[config.mk]
export PLATFORM = sky130hd
export DESIGN_NAME = wb_arbiter
export DESIGN_NICKNAME = d
export VERILOG_FILES = /design/src/rtl/wb_pkg.sv /design/src/rtl/rr_arbiter.sv /design/src/rtl/wb_arbiter.sv
export SDC_FILE = /design/constraint.sdc
export NUM_CORES = 1
export LEC_CHECK = 0
export ABC_AREA = 1
export BUFFER_PORTS_ARGS = -buffer_cell sky130_fd_sc_hd__buf_2
export CORE_UTILIZATION = 48
export DETAILED_ROUTE_END_ITERATION = 8
export GPL_ROUTABILITY_DRIVEN = 0
export PLACE_DENSITY = 0.78
export SLEW_MARGIN = 20
export SYNTH_ARGS = -nofsm -noshare
export SYNTH_HDL_FRONTEND = slang
export SYNTH_SLANG_ARGS = --single-unit
[constraint.sdc]
create_clock -name clk -period 3.2 [get_ports clk]
set_input_delay 0.48 -clock clk [delete_from_list [all_inputs] [get_ports clk]]
set_output_delay 0.48 -clock clk [all_outputs]
set_load 0.02 [all_outputs]
[src/rtl/wb_pkg.sv]
// Shared definitions for the write-back arbiter: widths, requester indices
// and the request payload record.
package wb_pkg;

  localparam int XLEN   = 32;
  localparam int RIDX_W = 5;
  localparam int NREG   = 32;

  localparam int REQ_ALU    = 0;
  localparam int REQ_LOAD   = 1;
  localparam int REQ_MULDIV = 2;

  typedef struct packed {
    logic [RIDX_W-1:0] rd;
    logic [XLEN-1:0]   data;
  } wb_req_t;

endpackage

[src/rtl/rr_arbiter.sv]
// Round-robin selector: scans requests starting at ptr, wrapping around,
// and returns the first asserted one as a one-hot grant plus its index.
module rr_arbiter #(
  parameter  int N  = 3,
  localparam int IW = (N > 1) ? $clog2(N) : 1
) (
  input  logic [N-1:0]  req,
  input  logic [IW-1:0] ptr,
  output logic [N-1:0]  gnt,
  output logic [IW-1:0] idx
);

  logic found;
  int   k;

  // Priority scan from ptr upward with wraparound; first request wins.
  always_comb begin
    gnt   = '0;
    idx   = '0;
    found = 1'b0;
    k     = 0;
    for (int off = 0; off < N; off++) begin
      k = int'(ptr) + off;
      if (k >= N) k = k - N;
      if (!found && req[k]) begin
        gnt[k] = 1'b1;
        idx    = IW'(k);
        found  = 1'b1;
      end
    end
  end

endmodule

[src/rtl/wb_arbiter.sv]
// Write-back arbiter: picks one requester per cycle round-robin, registers
// the winner onto the register-file write port (1-cycle latency), and keeps
// a pending-write scoreboard for x1..x31.
module wb_arbiter #(
  parameter  int NREQ = 3,
  parameter  int XLEN = wb_pkg::XLEN
) (
  input  logic                                    clk,
  input  logic                                    rst_n,
  input  logic [NREQ-1:0]                         req_valid,
  input  logic [NREQ-1:0][wb_pkg::RIDX_W-1:0]     req_rd,
  input  logic [NREQ-1:0][XLEN-1:0]               req_data,
  output logic [NREQ-1:0]                         req_ready,
  input  logic                                    wb_hold,
  input  logic                                    iss_valid,
  input  logic [wb_pkg::RIDX_W-1:0]               iss_rd,
  output logic                                    rf_we,
  output logic [wb_pkg::RIDX_W-1:0]               rf_rd,
  output logic [XLEN-1:0]                         rf_data,
  output logic [wb_pkg::NREG-1:0]                 busy
);

  import wb_pkg::*;

  localparam int IW = (NREQ > 1) ? $clog2(NREQ) : 1;

  logic [IW-1:0]     ptr_q, ptr_d;
  logic [NREQ-1:0]   elig;
  logic [NREQ-1:0]   gnt;
  logic [IW-1:0]     win_idx;
  logic              xfer;
  logic [RIDX_W-1:0] win_rd;
  logic [XLEN-1:0]   win_data;

  logic              rf_we_q,   rf_we_d;
  logic [RIDX_W-1:0] rf_rd_q,   rf_rd_d;
  logic [XLEN-1:0]   rf_data_q, rf_data_d;
  logic [NREG-1:0]   busy_q,    busy_d;

  // Requests are masked during reset and hold so no grant can leak out;
  // only valid/hold/pointer feed the selector, never rd or data.
  assign elig = (rst_n && !wb_hold) ? req_valid : '0;

  rr_arbiter #(.N(NREQ)) u_rr (
    .req (elig),
    .ptr (ptr_q),
    .gnt (gnt),
    .idx (win_idx)
  );

  assign req_ready = gnt;
  assign xfer      = |gnt;
  assign win_rd    = req_rd[win_idx];
  assign win_data  = req_data[win_idx];

  // Pointer moves past the winner only when a transfer completes.
  always_comb begin
    ptr_d = ptr_q;
    if (xfer) begin
      ptr_d = (win_idx == IW'(NREQ - 1)) ? '0 : win_idx + IW'(1);
    end
  end

  // Output register: capture the winner; writes to x0 are swallowed.
  always_comb begin
    rf_we_d   = 1'b0;
    rf_rd_d   = rf_rd_q;
    rf_data_d = rf_data_q;
    if (xfer) begin
      rf_we_d   = (win_rd != '0);
      rf_rd_d   = win_rd;
      rf_data_d = win_data;
    end
  end

  // Scoreboard next state: clear first, then set, so a same-cycle set wins.
  always_comb begin
    busy_d = busy_q;
    if (xfer && (win_rd != '0)) busy_d[win_rd] = 1'b0;
    if (iss_valid && (iss_rd != '0)) busy_d[iss_rd] = 1'b1;
    busy_d[0] = 1'b0;
  end

  // State registers; reset also discards any in-flight write.
  always_ff @(posedge clk or negedge rst_n) begin
    if (!rst_n) begin
      ptr_q     <= '0;
      rf_we_q   <= 1'b0;
      rf_rd_q   <= '0;
      rf_data_q <= '0;
      busy_q    <= '0;
    end else begin
      ptr_q     <= ptr_d;
      rf_we_q   <= rf_we_d;
      rf_rd_q   <= rf_rd_d;
      rf_data_q <= rf_data_d;
      busy_q    <= busy_d;
    end
  end

  assign rf_we   = rf_we_q;
  assign rf_rd   = rf_rd_q;
  assign rf_data = rf_data_q;
  assign busy    = busy_q;

endmodule

==> reports/qor.yml, run 1 <==
critical_path:
  r2r-start: "ptr_q[0]"
  crit_type: "in -> reg"
  r2r_cells: 16
  slowest_delay_ns: 0.54
  worstPathCellList: "dlygate4sd3_1, buf_4, inv_1, nor2_1, nand3_1, nand3_1, nand2_2, nand3_2, nor2_2, nor2_2, nand3_1, nand2_2, inv_2, nand3_4, nand3_1, nand2_1, nand2_1"
  startpoint: "rst_n"
  start_kind: "input port"
  cp.arrival_ns: 3.19
  endpoint_kind: "register"
  cpMostUsedCell: "nand3_1"
  critPathSlowestCell: "dlygate4sd3_1"
  cp.required_ns: 3.44
  crit_path_max_fanout: 27
timing:
  final_max_slew_viol_count: 0
  fin_crit_ns: 2.95
  layout_setup_ws_ns: 0.247
  min_period_over_period_pct: 92.3
  skew_ns: 0.0104
  finalSetupViolCount: 0
  rsz0062_at_grt: "false"
  relSlewSlack_pct: 41.4
  hold_violations: 0
  fmax_mhz: 339
  tightestPinTransition_ns: 0.879
  tns_ns: 0
global_route:
  grt_pass1_vias: 4759
  track_usage_pct: 28.5
  antenna_found_initial: 0
  grt-ovfl-total: 0
  grt_max_degree: 70
  grt_pass1_wl_mm: 22.0
finish:
  final_nets: 932
  syn2layout_area_growth_pct: 27.0
  final_cells: 918
  drive_gt1_share_pct: 31.7
  n_antenna_cell: 0
run_status:
  violations: "design-rule violations"
  outcome: "finished, violations left"
routing:
  routedWlPerCell_um: 14.3
  drc: 16
  wl_mm: 13.1
  ant_nets: 0
  via_per_inst: 5.34
  drt_iter0_drc: 233
  dr_total_vias: 4901
  first_pass_iters: 9
worst_hold_path:
  hold_class: "in -> reg"
  hold_start: "req_data[86]"
  holdPathStages: 3
yosys:
  synth_common_cells: "185 x nand2_1, 71 x dfrtp_1, 64 x nor2_1"
  post-synth-top-count-cell: "nand2_1"
  yosysSeqAreaShare_pct: 40.1
  yosys-top-cells-area: "dfrtp_1 40%, nand2_1 16%, nand3_1 6.0%"
  synth_cell_types: 29
  syn_area_mm2: 0.00443
  synth_cells: 621
  syn_nets: 748
  ys_seq_elements: 71
  yosys.area.top_type_share_pct: 40.1
  yosys.area.top_type: "dfrtp_1"
  async_flop_share_pct: 100
  ys_warn_count: 0
  postSynthAreaPerCell_um2: 7.13
  dominantRegCellSynth: "dfrtp_1"
  synth_edf_count: 0
power:
  powerDensity_mw_per_mm2: 1180
  irDropWorstVdd_mv: 0.652
  leakage_uw: 0.00296
floorplanning:
  start_util_pct: 50.3
  die_w_um: 98.0
  fp.dieH_um: 98.0
  die_area_mm2: 0.00961
  rows: 34
  io_pins: 196
  core_mm2: 0.00881
clock_tree:
  clkTransAtPathRegs_ns: 0.08
  numCtsBuffers: 9
  clock-root-buffer: "clkbuf_8"
  clock-sinks: 71
  h-tree-depth: 3
  worstSkewPairLatency_ns: 0.35
  clock_path_buffers: 2
  tritoncts: "yes"
run:
  drv_cap: 0
placement:
  place_inst: 901
  pre_cts_slack_ns: 0.300
  dpl.hpwl_mm: 9.89
  io_buffers: 194
-- area by class of cell --
class,instances,area [um^2]
clock inverters,6,43.8
inverters,58,218
clock buffers,10,138
repair buffers,203,1060
multi-input cells,462,2260
well taps,108,135
flip-flops and latches,71,1780
fillers,822,3180
-- worst max-delay path: cells and delay by family --
kind | cells | cell delay (ns)
AND/OR/NAND/NOR | 13 | 1.81
buffers and inverters | 4 | 0.87
-- cells in the final DEF, fill, tap and decap left out, types with 9 or more instances in the layout --
master,synthesis,routed
a21oi_1,21,21
nand3_1,53,53
o211ai_1,23,23
nand3_2,12,11
dfrtp_1,71,71
nor2_1,64,64
clkbuf_8,0,10
buf_2,4,193
nand2_2,9,9
nand2_1,185,185
o21ai_0,39,39
o21ai_1,23,23
inv_1,53,52
-- repair_timing --
item	CTS	global route
hold endpoints to repair	2	0
setup endpoints to repair	0	6
hold buffers	1	0
gates resized for setup	0	2
setup buffers	0	0
-- flip-flops by register name (all words and copies together) (netlist names) --
| register | flops |
|---|---|
| rf_rd | 5 |
| ptr_q | 2 |
| busy | 31 |
| rf_we | 1 |
| rf_data | 32 |
-- cell families (layout without fill, tap and decap cells) --
kind of cell	count (synthesis)	after routing	synth area share (%)
compound gates	109	109	13.8
fa+ha+maj	4	4	1.13
buf+inv	88	277	9.04
flops	71	71	40.1
other cells	1	1	0.0847
simple gates	348	348	35.8
-- metal layers --
metal	global-route usage [%]	vias to the layer above	routed length (um)
met2	49.0	229	6210
met4	13.5	0	379
met5	0	-	0
met1	35.1	2251	5570
met3	4.22	30	927
li1	-	2391	-
-- path summary, 6_finish.rpt --
check                               to  slack, ns
min reg2reg                   busy[25]       0.47
max reg2reg                   busy[12]       0.26
max in group asynchronous   rf_data[0]       1.57
min in group asynchronous  rf_data[30]       0.52
max                           busy[12]       0.25
min                        rf_data[22]       0.42
-- per-stage QoR --
stage / hold slack (ns) / instance area (um^2) / power, uW / utilization, %
after global placement: 0.324 / 5430 / 5850 / 61.6
after CTS: 0.412 / 5620 / 6680 / 63.8
final: 0.418 / 5630 / 6650 / 63.9
after detailed placement: 0.323 / 5430 / 5990 / 61.6
after global routing: 0.443 / 5630 / 7270 / 63.9
after floorplan: 0.184 / 4430 / 4840 / -
-- power by group --
group,switching (uW),internal [uW]
registers,246,1380
logic,3020,1340
clock network,363,307
total,3630,3020
No activity file was read; power rests on OpenSTA's default activity.
==> run 2: changes to the inputs <==
--- a/config.mk
+++ b/config.mk
@@ -11,7 +11,7 @@
 export DETAILED_ROUTE_END_ITERATION = 8
 export GPL_ROUTABILITY_DRIVEN = 0
 export PLACE_DENSITY = 0.78
-export SLEW_MARGIN = 20
+export RECOVER_POWER = 50
 export SYNTH_ARGS = -nofsm -noshare
 export SYNTH_HDL_FRONTEND = slang
 export SYNTH_SLANG_ARGS = --single-unit
==> run 2 against run 1 <==
Net effect: the flow finishes with violations (design-rule violations, max-capacitance violations, max-slew violations); core utilization down 1.0 points; cell count unchanged; clock-buffer cell count unchanged; design area down 1.6%; clock power up 0.9%; critical path type unchanged; largest cell class unchanged.
==> reports/qor.yml, run 2 (same netlist as run 1, synthesis figures left out) <==
finish:
  final_nets: 932  # unchanged
  stdcell_area_mm2: 0.00554  # was 0.00563 mm^2
  n_antenna_cell: 0  # unchanged
  finish.utilization_pct: 62.9  # was 63.9%
  drive_gt1_share_pct: 23.2  # was 31.7%
  layout.cells.most_common: "nand2_1"  # was buf_2
  multi_input_area_mm2: 0.00226  # unchanged
  nFillCells: 857  # was 822
  syn2layout_area_growth_pct: 25.0  # was 27.0%
  ff_latch_area_mm2: 0.00178  # unchanged
  final_cell_mix: "185 x nand2_1, 124 x buf_2, 71 x dfrtp_1"  # was 193 x buf_2, 185 x nand2_1, 71 x dfrtp_1
  largest_reg_flops: 32  # unchanged
critical_path:
  crit_type: "in -> reg"  # unchanged
  critical_path.top_delay_family: "simple AND/OR/NAND/NOR gates"  # unchanged
  cpMostUsedCell: "nand3_1"  # unchanged
  startpoint: "rst_n"  # unchanged
  start_kind: "input port"  # unchanged
  slowest_delay_ns: 0.54  # about the same
  critPathSlowestCell: "dlygate4sd3_1"  # unchanged
  cp.required_ns: 3.44  # about the same
  cp.arrival_ns: 3.20  # was 3.19 ns
  r2r-start: "ptr_q[0]"  # unchanged
  crit_path_max_fanout: 27  # unchanged
  worst-path-buf-inv: 4  # unchanged
  endpoint_kind: "register"  # unchanged
  worstPathCellList: "dlygate4sd3_1, buf_4, inv_1, nor2_1, nand3_1, nand3_1, nand2_2, nand3_2, nor2_2, nor2_2, nand3_1, nand2_2, inv_2, nand3_4, nand3_1, nand2_1, nand2_1"  # unchanged
  reg2reg_setup_slack_ns: 0.26  # about the same
clock_tree:
  tritoncts: "yes"  # unchanged
  clkTransAtPathRegs_ns: 0.08  # about the same
  numCtsBuffers: 9  # unchanged
  clock-sinks: 71  # unchanged
  clock-root-buffer: "clkbuf_8"  # unchanged
  h-tree-depth: 3  # unchanged
  worstSkewPairLatency_ns: 0.36  # was 0.35 ns
  clock_path_buffers: 2  # unchanged
  cts_setup_buffers: 0  # unchanged
floorplanning:
  core_mm2: 0.00881  # unchanged
  fp.dieH_um: 98.0  # unchanged
  rows: 34  # unchanged
  io_pins: 196  # unchanged
  die_area_mm2: 0.00961  # unchanged
  start_util_pct: 50.3  # unchanged
  die_w_um: 98.0  # unchanged
routing:
  dr_total_vias: 4881  # was 4901
  wl_met2_mm: 6.23  # was 6.21 mm
  ant_nets: 0  # unchanged
  first_pass_iters: 9  # unchanged
  drt_iter0_drc: 277  # was 233
  dr.max_layer_used: "met4"  # unchanged
  routedWlPerCell_um: 14.3  # about the same
  dr_wl_met3_um: 919  # was 927 um
  via_per_inst: 5.32  # was 5.34
  m1WireLength_mm: 5.58  # was 5.57 mm
  wl_mm: 13.1  # about the same
  drc: 16  # unchanged
run_status:
  violations: "design-rule violations, max-capacitance violations, max-slew violations"  # was design-rule violations
  outcome: "finished, violations left"  # unchanged
timing:
  fin_crit_ns: 2.96  # was 2.95 ns
  final_max_slew_viol_count: 70  # was 0
  min_period_over_period_pct: 92.5  # was 92.3%
  relSlewSlack_pct: -15.0  # was 41.4%
  fmax_mhz: 338  # was 339 MHz
  tightestPinTransition_ns: 1.72  # was 0.879 ns
  tns_ns: 0  # unchanged
  skew_ns: 0.0124  # was 0.0104 ns
  hold_violations: 0  # unchanged
  finalSetupViolCount: 0  # unchanged
  rsz0062_at_grt: "false"  # unchanged
global_route:
  grt-ovfl-total: 0  # unchanged
  grt_pass1_wl_mm: 22.0  # unchanged
  grt_max_degree: 70  # unchanged
  track_usage_pct: 28.5  # unchanged
  grt_pass1_vias: 4759  # unchanged
  antenna_found_initial: 0  # unchanged
placement:
  io_buffers: 194  # unchanged
  dpl_cell_area_mm2: 0.00543  # unchanged
  dpl.hpwl_mm: 9.89  # unchanged
power:
  powerDensity_mw_per_mm2: 1180  # about the same
  irDropWorstVdd_mv: 0.648  # was 0.652 mV
  leakage_uw: 0.00276  # was 0.00296 uW
worst_hold_path:
  hold_class: "in -> reg"  # unchanged
  hold_start: "req_data[86]"  # unchanged
run:
  drv_cap: 1  # was 0
## run 2: changes by cell type in the layout (fill, tap and decap cells not counted), sizes merged
cell / previous run / this run
buf: 202 / 132
clkbuf: 10 / 80
## run 2: layout make-up
type,instances,area share [%]
clock inverters,6,0.791
clock buffers,10,2.49
flip-flops and latches,71,32.1
well taps,108,2.44
multi-input cells,462,40.8
inverters,58,3.93
repair buffers,203,17.5
## run 2: power breakdown
part,internal (uW),switching (uW)
logic,1220,3020
registers,1380,260
clock network,307,369
total,2900,3650
## run 2: tightest hold or removal path: cells and delay by family
| family | cells | cell delay [ns] |
|---|---|---|
| AOI/OAI and AO/OA | 2 | 0.18 |
| buffers and inverters | 1 | 0.08 |
## run 2: path summary, 6_finish.rpt
path | endpoint | cells after the start
min reg2reg | busy[25] | 2
max in group asynchronous | rf_data[3] | 3
min | rf_data[22] | 3
max | busy[12] | 17
min in group asynchronous | rf_data[30] | 2
max reg2reg | busy[12] | 16
## run 2: metal layers
| metal | vias to the layer above | track usage, % |
|---|---|---|
| li1 | 2394 | - |
| met1 | 2229 | 35.1 |
| met2 | 224 | 49.0 |
| met3 | 34 | 4.22 |
| met4 | 0 | 13.5 |
| met5 | - | 0 |
## run 2: repair_timing
item,4_1_cts,5_1_grt
endpoints found under the setup margin,0,6
endpoints found under the hold margin,2,0
hold buffers,1,0
gates resized for setup,0,2
## run 2: through the flow
stage / power [uW] / setup WS [ns] / std cells / hold slack [ns]
floorplan: 4840 / 0.613 / 621 / 0.184
global placement: 5850 / 0.457 / 901 / 0.324
detailed placement: 5990 / 0.300 / 901 / 0.323
CTS: 6680 / 0.274 / 918 / 0.412
global route: 7170 / 0.0692 / 918 / 0.443
finish: 6550 / 0.239 / 918 / 0.419
==> run 3: changes to the inputs <==
--- a/config.mk
+++ b/config.mk
@@ -7,9 +7,11 @@
 export LEC_CHECK = 0
 export ABC_AREA = 1
 export BUFFER_PORTS_ARGS = -buffer_cell sky130_fd_sc_hd__buf_2
-export CORE_UTILIZATION = 48
+export CELL_PAD_IN_SITES_DETAIL_PLACEMENT = 0
+export CELL_PAD_IN_SITES_GLOBAL_PLACEMENT = 1
+export CORE_ASPECT_RATIO = 0.7
+export CORE_UTILIZATION = 33
 export DETAILED_ROUTE_END_ITERATION = 8
-export GPL_ROUTABILITY_DRIVEN = 0
 export PLACE_DENSITY = 0.78
 export RECOVER_POWER = 50
 export SYNTH_ARGS = -nofsm -noshare
==> run 3 against run 2 <==
Net effect: the run ends with max-capacitance violations, max-slew violations left; maximum frequency up 2.3%; clock-buffer cell count down 1; die area is 45% higher; non-clock buffer count grew 4; critical path type unchanged; first-iteration DRC count shrank 13%; critical endpoint unchanged; hold slack improved by 0.031 ns.
==> reports/qor.yml, run 3 (same netlist as run 1, synthesis figures left out) <==
timing:
  hold_violations: 0  # unchanged
  finalSetupViolCount: 0  # unchanged
  relSlewSlack_pct: -17.8  # was -15.0%
  min_period_over_period_pct: 90.5  # was 92.5%
  fin_crit_ns: 2.89  # was 2.96 ns
  tightestPinTransition_ns: 1.77  # was 1.72 ns
  skew_ns: 0.00897  # was 0.0124 ns
  tns_ns: 0  # unchanged
  final_max_slew_viol_count: 70  # unchanged
  fmax_mhz: 345  # was 338 MHz
  whs_ns: 0.449  # was 0.419 ns
  rsz0062_at_grt: "false"  # unchanged
finish:
  n_antenna_cell: 0  # unchanged
  largest_reg_flops: 32  # unchanged
  final_cell_mix: "185 x nand2_1, 124 x buf_2, 71 x dfrtp_1"  # unchanged
  syn2layout_area_growth_pct: 30.3  # was 25.0%
  layout.cells.most_common: "nand2_1"  # unchanged
  final_cells: 975  # was 918
  drive_gt1_share_pct: 23.4  # was 23.2%
  final_nets: 936  # was 932
placement:
  dpl.hpwl_mm: 10.8  # was 9.89 mm
  io_buffers: 194  # unchanged
  place_inst: 959  # was 901
  gp_congestion: 0.953
routing:
  drt_iter0_drc: 242  # was 277
  dr_total_vias: 4824  # was 4881
  via_per_inst: 4.95  # was 5.32
  ant_nets: 0  # unchanged
  wl_mm: 14.0  # was 13.1 mm
  drc: 0  # was 16
  first_pass_iters: 5  # was 9
  routedWlPerCell_um: 14.4  # was 14.3 um
clock_tree:
  worstSkewPairLatency_ns: 0.33  # was 0.36 ns
  clkTransAtPathRegs_ns: 0.06  # was 0.08 ns
  tritoncts: "yes"  # unchanged
  cts_setup_buffers: 0  # unchanged
  numCtsBuffers: 9  # unchanged
  h-tree-depth: 3  # unchanged
  clock-root-buffer: "clkbuf_16"  # was clkbuf_8
  clock-sinks: 71  # unchanged
  clock_path_buffers: 2  # unchanged
worst_hold_path:
  hold_end: "rf_data[22]"  # unchanged
  hold_class: "in -> reg"  # unchanged
  hold_start: "req_data[86]"  # unchanged
  holdPathStages: 3  # unchanged
global_route:
  grt_max_degree: 70  # unchanged
  grt_pass1_vias: 4561  # was 4759
  track_usage_pct: 20.8  # was 28.5%
  grt_pass1_wl_mm: 22.6  # was 22.0 mm
  antenna_found_initial: 0  # unchanged
  grt-ovfl-total: 0  # unchanged
power:
  leakage_uw: 0.00284  # was 0.00276 uW
  powerDensity_mw_per_mm2: 1220  # was 1180 mW/mm^2
  irDropWorstVdd_mv: 0.496  # was 0.648 mV
  total_power_uw: 7040  # was 6550 uW
floorplanning:
  io_pins: 196  # unchanged
  die_area_mm2: 0.0139  # was 0.00961 mm^2
  fp.dieH_um: 98.9  # was 98.0 um
  die_w_um: 140  # was 98.0 um
  core_mm2: 0.0128  # was 0.00881 mm^2
  rows: 34  # unchanged
  start_util_pct: 34.7  # was 50.3%
run:
  drv_cap: 1  # unchanged
critical_path:
  cp.arrival_ns: 3.11  # was 3.20 ns
  startpoint: "rst_n"  # unchanged
  timing.rr.end: "busy[12]"  # unchanged
  crit_type: "in -> reg"  # unchanged
  reg2reg_setup_slack_ns: 0.35  # was 0.26 ns
  start_kind: "input port"  # unchanged
  r2r-start: "ptr_q[0]"  # unchanged
  r2r_cells: 16  # unchanged
  crit_path_max_fanout: 27  # unchanged
  endpoint_kind: "register"  # unchanged
  cp.required_ns: 3.42  # was 3.44 ns
run_status:
  outcome: "finished, violations left"  # unchanged
  violations: "max-capacitance violations, max-slew violations"  # was design-rule violations, max-capacitance violations, max-slew violations
==> run 3: cell types whose count changed in the layout (fill, tap and decap cells not counted), sizes merged <==
cell    before  now
clkinv       3    2
bufinv       0    2
clkbuf      80   79
buf        132  136
inv         60   59
==> run 3: how the worst max path moves through the flow <==
stage / to / slack [ns] / depth (start not counted)
4_1_cts: busy[12] / 0.25 / 17
5_1_grt: busy[9] / 0.09 / 17
2_1_floorplan: busy[12] / 0.61 / 14
3_3_place_gp: busy[12] / 0.38 / 16
6_report: busy[12] / 0.31 / 17
3_5_place_dp: busy[12] / 0.31 / 16
==> run 3: what timing repair did <==
| item | CTS | global route |
|---|---|---|
| hold endpoints to repair | 2 | 0 |
| resized for setup | 0 | 1 |
| endpoints found under the setup margin | 0 | 2 |
| hold buffers | 1 | 0 |
==> run 3: metrics by stage <==
step                      worst slack (ns)  cell area, um^2  utilization, %
after floorplan                      0.613             4430               -
after global placement               0.376             5520            43.3
after detailed placement             0.310             5520            43.3
after CTS                            0.250             5850            45.9
after global routing                0.0897             5770            45.2
final                                0.305             5770            45.2
==> run 3: power breakdown <==
part,switching [uW],total (uW),leakage [uW],internal [uW]
clock,394,1080,0.000152,683
sequential,260,1640,0.000847,1380
combinational,3060,4320,0.00184,1260
total,3710,7040,0.00284,3330
==> run 3: metal layers <==
layer | vias up | routed length (um) | global-route usage [%] | share of wire [%]
li1 | 2394 | - | - | -
met1 | 2201 | 6560 | 27.5 | 47
met2 | 211 | 6070 | 33.6 | 43
met3 | 18 | 1170 | 5.88 | 8.3
met4 | 0 | 206 | 5.52 | 1.5
met5 | - | 0 | 0 | 0
==> run 3: worst max-delay path, cell delays in order <==
cell and delay (ns):
dlygate4sd3_1 0.56, buf_4 0.21, inv_1 0.05, nor2_1 0.12, nand3_1 0.08, nand3_1 0.10
nand2_2 0.11, nand3_2 0.13, nor2_2 0.06, nor2_4 0.20, nand3_1 0.13, nand2_2 0.15
inv_2 0.08, nand3_4 0.29, nand3_1 0.17, nand2_1 0.09, nand2_1 0.05
==> run 3: area by class of cell <==
cell class	instances	area (um^2)
fillers	1350	6990
multi-input cells	462	2260
inverters	58	218
flip-flops and latches	71	1780
clock inverters	6	93.8
clock buffers	9	225
repair buffers	207	997
well taps	162	203
